--- config.mk ---
export PLATFORM = sky130hd
export DESIGN_NAME = tl_dmi_responder
export DESIGN_NICKNAME = d
export VERILOG_FILES = /design/src/rtl/tl_dmi_responder.sv
export SDC_FILE = /design/constraint.sdc
export NUM_CORES = 1
export LEC_CHECK = 0
export BUFFER_PORTS_ARGS = -buffer_cell sky130_fd_sc_hd__buf_2
export CORE_UTILIZATION = 50
export CTS_BUF_LIST = sky130_fd_sc_hd__clkbuf_16
export CTS_CLUSTER_SIZE = 12
export DETAILED_ROUTE_END_ITERATION = 10
export PLACE_DENSITY = 0.67
export SYNTH_ARGS = -nofsm -noshare
export SYNTH_HDL_FRONTEND = slang
export SYNTH_SLANG_ARGS = --single-unit
--- constraint.sdc ---
create_clock -name clock -period 17.5 [get_ports clock]
set_input_delay 3.5 -clock clock [delete_from_list [all_inputs] [get_ports clock]]
set_output_delay 3.5 -clock clock [all_outputs]
set_load 0.02 [all_outputs]
--- src/rtl/tl_dmi_responder.sv ---
// TileLink-UL responder for the DMI-to-TL bridge: a small word-addressed register
// bank (word 0 = read-only ID) behind a single-entry registered D-response buffer.
module tl_dmi_responder #(
    parameter int          DEPTH    = 16,
    parameter logic [31:0] ID_VALUE = 32'h0000_0001
) (
    input  logic        clock,
    input  logic        reset,
    output logic        auto_in_a_ready,
    input  logic        auto_in_a_valid,
    input  logic [2:0]  auto_in_a_bits_opcode,
    input  logic [8:0]  auto_in_a_bits_address,
    input  logic [3:0]  auto_in_a_bits_mask,
    input  logic [31:0] auto_in_a_bits_data,
    input  logic        auto_in_d_ready,
    output logic        auto_in_d_valid,
    output logic [2:0]  auto_in_d_bits_opcode,
    output logic        auto_in_d_bits_denied,
    output logic [31:0] auto_in_d_bits_data,
    output logic        auto_in_d_bits_corrupt,
    output logic        err_sticky
);

    localparam logic [2:0] OP_PUT_FULL    = 3'd0;
    localparam logic [2:0] OP_PUT_PARTIAL = 3'd1;
    localparam logic [2:0] OP_GET         = 3'd4;
    localparam logic [2:0] D_ACK          = 3'd0;
    localparam logic [2:0] D_ACK_DATA     = 3'd1;
    localparam logic [7:0] DEPTH_L        = 8'(DEPTH);

    logic        d_valid_q;
    logic [2:0]  d_opcode_q, d_opcode_d;
    logic        d_denied_q, d_denied_d;
    logic [31:0] d_data_q, d_data_d;
    logic        err_q;
    logic [31:0] bank_q [DEPTH];

    logic        a_fire;
    logic [6:0]  idx;
    logic        op_legal;
    logic [31:0] rd_word;
    logic        wr_en;
    logic [3:0]  wr_mask;

    // Handshake: a channel transfers on a cycle where valid && ready are both high;
    // valid never waits on ready, and the buffer accepts a new request whenever it is
    // empty or is being drained on the same edge.
    assign auto_in_a_ready = !d_valid_q || auto_in_d_ready;
    assign a_fire          = auto_in_a_valid && auto_in_a_ready;
    assign idx             = auto_in_a_bits_address[8:2];
    assign op_legal        = (auto_in_a_bits_opcode == OP_PUT_FULL)
                          || (auto_in_a_bits_opcode == OP_PUT_PARTIAL)
                          || (auto_in_a_bits_opcode == OP_GET);

    always_comb begin
        rd_word = '0;
        for (int i = 1; i < DEPTH; i++) begin
            if (idx == 7'(i)) rd_word = bank_q[i];
        end
    end

    always_comb begin
        d_opcode_d = D_ACK;
        d_denied_d = 1'b0;
        d_data_d   = '0;
        wr_en      = 1'b0;
        wr_mask    = '0;
        if (auto_in_a_bits_opcode == OP_PUT_PARTIAL && auto_in_a_bits_mask == 4'b0000) begin
            // Bridge idle op: acknowledged at any address, never an error.
            d_opcode_d = D_ACK;
        end else if (!op_legal || auto_in_a_bits_address[1:0] != 2'b00
                     || {1'b0, idx} >= DEPTH_L) begin
            d_denied_d = 1'b1;
            d_opcode_d = (auto_in_a_bits_opcode == OP_GET) ? D_ACK_DATA : D_ACK;
        end else if (auto_in_a_bits_opcode == OP_GET) begin
            d_opcode_d = D_ACK_DATA;
            d_data_d   = (idx == 7'd0) ? ID_VALUE : rd_word;
        end else begin
            wr_en   = 1'b1;
            wr_mask = (auto_in_a_bits_opcode == OP_PUT_FULL) ? 4'hF : auto_in_a_bits_mask;
        end
    end

    always_ff @(posedge clock or posedge reset) begin
        if (reset) begin
            d_valid_q  <= 1'b0;
            d_opcode_q <= D_ACK;
            d_denied_q <= 1'b0;
            d_data_q   <= '0;
            err_q      <= 1'b0;
            for (int i = 0; i < DEPTH; i++) bank_q[i] <= '0;
        end else begin
            if (a_fire) begin
                d_valid_q  <= 1'b1;
                d_opcode_q <= d_opcode_d;
                d_denied_q <= d_denied_d;
                d_data_q   <= d_data_d;
                err_q      <= err_q | d_denied_d;
            end else if (auto_in_d_ready) begin
                d_valid_q <= 1'b0;
            end
            // Word 0 is the ID register, so the write loop starts at 1.
            if (a_fire && wr_en) begin
                for (int i = 1; i < DEPTH; i++) begin
                    if (idx == 7'(i)) begin
                        for (int b = 0; b < 4; b++) begin
                            if (wr_mask[b]) bank_q[i][8*b +: 8] <= auto_in_a_bits_data[8*b +: 8];
                        end
                    end
                end
            end
        end
    end

    assign auto_in_d_valid        = d_valid_q;
    assign auto_in_d_bits_opcode  = d_opcode_q;
    assign auto_in_d_bits_denied  = d_denied_q;
    assign auto_in_d_bits_data    = d_data_q;
    assign auto_in_d_bits_corrupt = 1'b0;
    assign err_sticky             = err_q;

endmodule

# ---- Word level (Yosys, flattened, before mapping)
# Index checks and enable logic that the tools add are counted.
dict set report totals {
  ff_bits 518
  input_bits 52
  output_inout_bits 40
}
dict set report op_classes {
  magnitude_cmp 1
  n_eq_ne 17
  muxes 32
  bitwise 1
  reduce_logical 75
}
# op n
set op_table {}
lappend op_table {{$mux 32} 19}
lappend op_table {{$reduce_and 3->1} 60}
lappend op_table {{$eq 7x4->1 const B} 8}
lappend op_table {{$eq 7x3->1 const B} 4}
lappend op_table {{$mux 4} 4}
lappend op_table {{$eq 7x2->1 const B} 2}
lappend op_table {{$mux 1} 9}
lappend op_table {{$eq 7x1->1 const B} 1}
lappend op_table {{$ge 7x5->1 const B} 1}
lappend op_table {{$logic_not 7->1} 1}
lappend op_table {{$logic_or 1x1->1} 5}
lappend op_table {{$logic_not 4->1} 1}
lappend op_table {{$reduce_bool 2->1} 2}
lappend op_table {{$eq 3x1->1 const B} 1}
lappend op_table {{$eq 3x3->1 const B} 1}
lappend op_table {{$logic_and 1x1->1} 3}
lappend op_table {{$logic_not 3->1} 1}
lappend op_table {{$logic_not 1->1} 2}
lappend op_table {{$or 1x1->1} 1}

# ---- Depth between registers and ports, before layout
# Gate-level depths: netlist of run 1.
dict set report logic_depth {
  ltp_word 20
  mapped_depth 10
  ltp_nobuf 6
}

# ---- Least setup slack after synthesis of run 1
# OpenSTA, ideal clock, no wires.
dict set report synth_path {
  kind {input to output}
  from {input auto_in_d_ready}
  to {output auto_in_a_ready}
  arrival_time_ns 3.747
  t_required_ns 14.000
  path_slack_ns 10.253
  stages 1
  n_path_buf 0
  cell_sequence {nand2b_1}
}
dict set report synth_via {
  elab_chain_len 1
}
# item line_no
set synth_lines {}
lappend synth_lines {{start: declaration} 15} ;# input logic auto_in_d_ready,
lappend synth_lines {{$logic_or 1x1->1} 48} ;# assign auto_in_a_ready = !d_valid_q || auto_in_d_ready;
lappend synth_lines {{end: declaration} 9} ;# output logic auto_in_a_ready,
# Every way passes these cells.

# ---- Worst setup path after layout of run 1
# Same ends and word-level chain as after synthesis.

==> metrics.md, run 1 <==
| Metric | Value |
|---|---|
| Skew-Pair Late Insertion Delay | approximately 0.60 ns |
| DRC Markers | 0 |
| Fin crit period | 7.47 ns |
| Worst Tran Pin Value | 1.37 ns |
| First-pass GRT wire length | about 120000 um |
| Gr usage total | 31.3% |
| Gr ovfl total | 0 |
| Worst min-delay path startpoint | err_sticky$_DFFE_PP0P_ |
| Max-Cap Viols | 0 |
| Post-CTS sizing | 0 |
| Leak | 14.1 nW |
| Async set-or-reset flop fraction in the synthesized netlist | 100% |
| DP Wirelength | 48500 um |
| Crit-path max FO | 4 |
| WL/cell | 28.9 um |
| Routed via count | 17700 |
| Clock slew at reported path FFs | 0.06 ns |
| Final ANT Viol Nets | 0 |
| M2 GR Usage | 47.0% |
| Synth Area per Inst | approximately 13 um2 |
| Gpl congestion | 0.860 |
| Top cells by area, synth | dfrtp_1 51%, mux2_2 20%, mux2_4 3.3% |
| Root Buffer | clkbuf_16 |
| Worst setup SP type | primary input |
| Synth top area share | 51.1% |
| Number of synthesized flops with an enable pin | 0 |
| Num CTS Buffers | 55 |
| Post-synthesis register bit count | 516 |
| Hold path depth | 1 |
| Hold buffers post-CTS | 0 |
| Post-CTS setup buffer count | 0 |
| Top_reg_cell synth | dfrtp_1 |
| Setup crit end kind | output pin |
| Cells after Synth | 1967 |
| Final Skew | 0.0133 ns |
| Largest area contributor in the netlist | dfrtp_1 |
| Met1 usage | a little over two fifths |
| Die height | 227 um |
| # port buffers | 88 |
| CTS tree | yes |
| Max-slew headroom | approximately 8.4% |
| Core box area | 0.0494 mm2 |
| Hold Vio Cnt, Final | 0 |
| Cells after DPL | 2622 |
| HP Class | reg2reg |
| Met3 Usage GRT | roughly 8.4% |
| # setup viols final | 0 |
| Post-synth top cells | 516 x dfrtp_1, 444 x mux2_2, 94 x nand2_1, 91 x o21ai_0, 90 x a21oi_1 |
| Drt initial violations | roughly 1700 |
| R2r setup slk | 14.20 ns |
| Final worst-path cycle share | 42.7% |
| R2R Path Start | auto_in_d_valid$_DFFE_PP0P_ |
| Final cell count without fillers | 2722 |
| Vias in the first global route | 18200 |
| Largest net degree at the start of global routing | 84 |
| RSZ-0062 raised after global routing | false |
| Layout area overhead | 10.3% |
| FP Rows | 81 |
| Nets | 2067 |
| Max clock buf depth | 3 |
| Worst Reg-to-Reg Cells | 8 |
| Initial Util | 51.2% |
| TritonRoute pass-1 iters | 5 |
| Maximum vdd drop | 0.0637 mV |
| WHS Endpoint | err_sticky$_DFFE_PP0P_ |
| WS Path Type | in2out |
| Gr busiest metal | met2 |
| Status | finished clean |
| IO Pins | 92 |
| Sinks on Clock Net | 516 |
| Setup TNS | 0 ns |
| Die ar. | 0.0514 mm2 |
| Fmax | roughly 130 MHz |
| Pins Over Slew Limit | 0 |
| Sequential element share of the synthesized area | 51.1% |
| Vias per cell | 6.51 |
| Library cells used by synthesis | 75 |
| DIE WIDTH | 227 um |
| Mapped Area | ~0.025 mm2 |
| Capturing point of the worst reg2reg path | bank_q[9]$_DFFE_PP0P_ |
| H-tree level count | 2 |
| Top-count cell post-synth | dfrtp_1 |
| Share of layout cells above drive strength 1 | 38.6% |
| Crit path DAT | 3.97 ns |
| Initial antenna violation count | 6 |
| Power Dens Cells | 86.8 mW/mm2 |
| Final WL | 78800 um |
| Yosys warning count | 0 |
| CP Data Required Time | about 14 ns |
metrics by stage:
step / worst slack [ns] / total power [mW] / hold WS, ns / util, % / cell area, um2
after floorplan: 6.99 / 1.29 / 0.452 / - / 25300
after global placement: 10.03 / 1.34 / 0.450 / 53.0 / 26200
after detailed placement: 10.04 / 1.34 / 0.452 / 53.0 / 26200
after CTS: 10.04 / 2.43 / 0.470 / 56.4 / 27800
after global routing: 10.01 / 2.48 / 0.495 / 56.4 / 27800
final: 10.03 / 2.42 / 0.468 / 56.4 / 27900
final cells by class:
| class | instances | area (um2) |
|---|---|---|
| fillers | 4143 | 21500 |
| flip-flops and latches | 516 | 12900 |
| multi-input cells | 1309 | 11700 |
| clock buffers | 57 | 1430 |
| well taps | 664 | 831 |
| repair buffers | 125 | 731 |
| clock inverters | 40 | 235 |
| inverters | 8 | 33.8 |
| diodes | 3 | 7.51 |
power by group:
group	switching (mW)	internal, mW	leakage, nW	total [mW]
Clock	0.474	0.624	0.886	1.10
Combinational	0.101	0.0231	6.00	0.124
Sequential	0.000733	1.19	7.20	1.20
routing by layer:
metal  share of wire, %  up-vias
li1                   -     7400
met1                 41     9246
met2                 45      806
met3                9.0      258
met4                4.9       10
met5              0.076        -
cells by family (layout without fill, tap and decap cells):
logic type | count (synthesis) | in the layout | synth area share, %
AOI/OAI and AO/OA | 412 | 412 | 11.0
xor gates and xnor gates | 1 | 1 | 0.0347
buffers and inverters | 144 | 230 | 2.96
DFF | 516 | 516 | 51.1
muxes | 563 | 563 | 25.9
other | 1 | 6 | 0.0148
and+or+nand+nor | 330 | 330 | 8.96
registers in the layout, indices dropped and copies added (netlist names):
register and flops:
auto_in_d_bits_denied 1, auto_in_d_bits_opcode 1, auto_in_d_bits_data 32, bank_q 480
auto_in_d_valid 1, err_sticky 1
critical path, stage by stage:
cell and delay (ns):
buf_2 0.09, nand2b_1 0.19, buf_2 0.18
worst max-delay path by stage:
stage	start	to
finish	auto_in_d_ready	auto_in_a_ready
global route	auto_in_d_ready	auto_in_a_ready
CTS	auto_in_d_ready	auto_in_a_ready
detailed placement	auto_in_d_ready	auto_in_a_ready
global placement	auto_in_d_ready	auto_in_a_ready
floorplan	reset	auto_in_d_bits_data[0]$_DFFE_PP0P_
placed cells by master, fill, tap and decap left out, types with 17 or more instances in the layout:
master / count
a21oi_1: 90
a22oi_1: 43
buf_2: 86
buf_4: 37
clkbuf_16: 57
dfrtp_1: 516
inv_1: 24
mux2_2: 444
mux2_4: 56
mux2i_1: 51
nand2_1: 93
nand3_1: 17
nor2_1: 81
nor2_8: 41
o21ai_0: 91
o221ai_1: 25
o22ai_1: 27
(Power assumes the default switching activity.)
==> run 2, diff against run 1 <==
Settings changed: PLACE_DENSITY 0.67 to 0.65.
Clock period 17.5 ns to 7.7 ns, I/O delays scaled along.
==> run 2 against run 1 <==
Effect of this change:
- worst setup slack worse by 6.7 ns
- register-to-register slack worse by 9.8 ns
- non-clock buffer count down 1
- die area stayed put
- worst hold slack gained 0.0082 ns
- cell count shrank 0.44%
- sequential power is 130% higher
- combinational power increased by 130%
- via count is 1.7% lower
==> metrics.md, run 2 (synthesis results as in run 1) <==
| Metric | Value |
|---|---|
| Status | finished clean |
| Share of layout cells above drive strength 1 | 38.7% |
| DP Wirelength | between 40000 and 50000 um |
| Hold buffers post-CTS | 0 |
| WL/cell | 29.1 um |
| # port buffers | approximately 90 |
| R2r setup slk | 4.44 ns |
| Crit path largest cell delay | roughly 0.76 ns |
| Max clock buf depth | 3 |
| Sinks on Clock Net | 516 |
| Sw Pwr | 1.30 mW |
| Final Skew | 0.00994 ns |
| Int Pwr | 4.18 mW |
| CTS tree | yes |
| First-pass GRT wire length | 119000 um |
| Logic pwr share | 5.1% |
| CP max stage cell | nor2_1 |
| Sequential share of power | between 40 and 50% |
| FP Rows | slightly above 80 |
| Capturing point of the worst reg2reg path | bank_q[446]$_DFFE_PP0P_ |
| Post-layout util | 56.4% |
| Die height | between 200 and 250 um |
| TritonRoute pass-1 iters | 5 |
| Most flop-heavy register | bank_q |
| CP Data Required Time | 8.18 ns |
| Vias per cell | around 6.4 |
| HP Class | reg2reg |
| Drt initial violations | 1854 |
| Root Buffer | clkbuf_16 |
| Gr ovfl total | 0 |
| Crit path DAT | 4.84 ns |
| M2 GR Usage | approximately half |
| Vias in the first global route | 18000 |
| Worst Reg-to-Reg Cells | 8 |
| Setup crit end kind | register |
| Cells after DPL | 2621 |
| Clock power share | 45.3% |
| FILL cells | 4100 |
| Fin crit period | 4.36 ns |
| Skew-Pair Late Insertion Delay | 0.61 ns |
| Fmax | 229 MHz |
| Cell Area, Placed | 0.0262 mm2 |
| WS Path Type | in2reg |
| Final WL | just under 80000 um |
| # setup viols final | 0 |
| Net Sw Frac | 23.7% |
| DRC Markers | 0 |
| Most common cell after layout, fill and taps aside | dfrtp_1 |
| Die ar. | 0.0514 mm2 |
| Max-slew headroom | between 10% and 20% |
| Hold path depth | 1 |
| Pins Over Slew Limit | 0 |
| IO Pins | a little over 90 |
| Worst setup SP type | primary input |
| Initial Util | 51.2% |
| Met1 usage | 42.9% |
| Clock slew at reported path FFs | ~0.06 ns |
| Final cell count without fillers | 2710 |
| Hold Vio Cnt, Final | 0 |
| Nets | 2066 |
| Core box area | about 0.05 mm2 |
| Power Dens Cells | approximately 200 mW/mm2 |
| Post-CTS sizing | 0 |
| Num CTS Buffers | between 50 and 60 |
| Max reg flops | 480 |
| Gpl congestion | 0.895 |
| Routed via count | 17400 |
| RSZ-0062 raised after global routing | false |
| R2R Path Start | auto_in_d_valid$_DFFE_PP0P_ |
| Sequential cell area | 0.0129 mm2 |
| Final hold slack | approximately 0.48 ns |
| Post-CTS setup buffer count | 0 |
| Leak | between 10 and 15 nW |
| Multi-input logic area | 0.0117 mm2 |
| CP Cell Sequence | buf_6 -> inv_2 -> nor2_1 -> nand2_1 -> nor2_2 -> mux2_2 |
| Gr busiest metal | met2 |
| Max-Cap Viols | 0 |
| Largest net degree at the start of global routing | 177 |
| Maximum vdd drop | ~0.16 mV |
| Design Area, Final | approximately 0.028 mm2 |
| H-tree level count | 2 |
| Crit-path max FO | 71 |
| WHS Endpoint | err_sticky$_DFFE_PP0P_ |
| DIE WIDTH | 227 um |
| Final worst-path cycle share | approximately 57% |
| Layout area overhead | 10.1% |
| Final ANT Viol Nets | 0 |
| Commonest cells after routing, fill and taps aside | 516 x dfrtp_1, 444 x mux2_2, 93 x nand2_1 |
| Gr usage total | 31.6% |
| Worst min-delay path startpoint | err_sticky$_DFFE_PP0P_ |
| Initial antenna violation count | 5 |
| Met3 Usage GRT | around 7.1% |
| Worst Tran Pin Value | approximately 1.3 ns |
## run 2: power groups by stage
stage               clock network (mW)  logic (mW)  registers, mW
detailed placement                   0       0.278           2.77
global route                      2.62       0.301           2.72
global placement                     0       0.276           2.77
CTS                               2.51       0.279           2.72
finish                            2.48       0.282           2.72
floorplan                            0       0.164           2.77
## run 2: how the worst max path moves through the flow
stage                                          from                                  end  slack [ns]
final                     auto_in_a_bits_address[3]              bank_q[388]$_DFFE_PP0P_        3.34
after floorplan                               reset   auto_in_d_bits_data[0]$_DFFE_PP0P_       -0.85
after CTS                 auto_in_a_bits_address[3]              bank_q[388]$_DFFE_PP0P_        3.42
after detailed placement  auto_in_a_bits_address[3]              bank_q[388]$_DFFE_PP0P_        2.79
after global routing      auto_in_a_bits_address[3]              bank_q[384]$_DFFE_PP0P_        3.23
after global placement    auto_in_a_bits_address[5]  auto_in_d_bits_data[20]$_DFFE_PP0P_        2.88
## run 2: per-layer routing
metal	wire length, um	vias to the layer above
li1	-	7360
met1	32500	9084
met2	36200	770
met3	6740	202
met4	3350	8
met5	57	-
## run 2: stage by stage
stage                     TNS [ns]  total power, mW  setup slack [ns]
after global placement           0             3.04              2.88
after global routing             0             5.64              3.23
after floorplan            -437.71             2.93            -0.848
after detailed placement         0             3.04              2.79
after CTS                        0             5.51              3.42
final                            0             5.48              3.34
## run 2: area by class of cell
cell class	count	share of cell area, %
well taps	664	2.99
diodes	1	0.00899
inverters	8	0.121
flip-flops and latches	516	46.4
repair buffers	124	2.69
clock inverters	31	0.729
clock buffers	57	5.13
multi-input cells	1309	41.9
## run 2: critical path: cells and delay by family
kind | cells | cell delay [ns]
mux | 1 | 0.41
simple gates | 3 | 1.78
buf+inv | 2 | 1.06
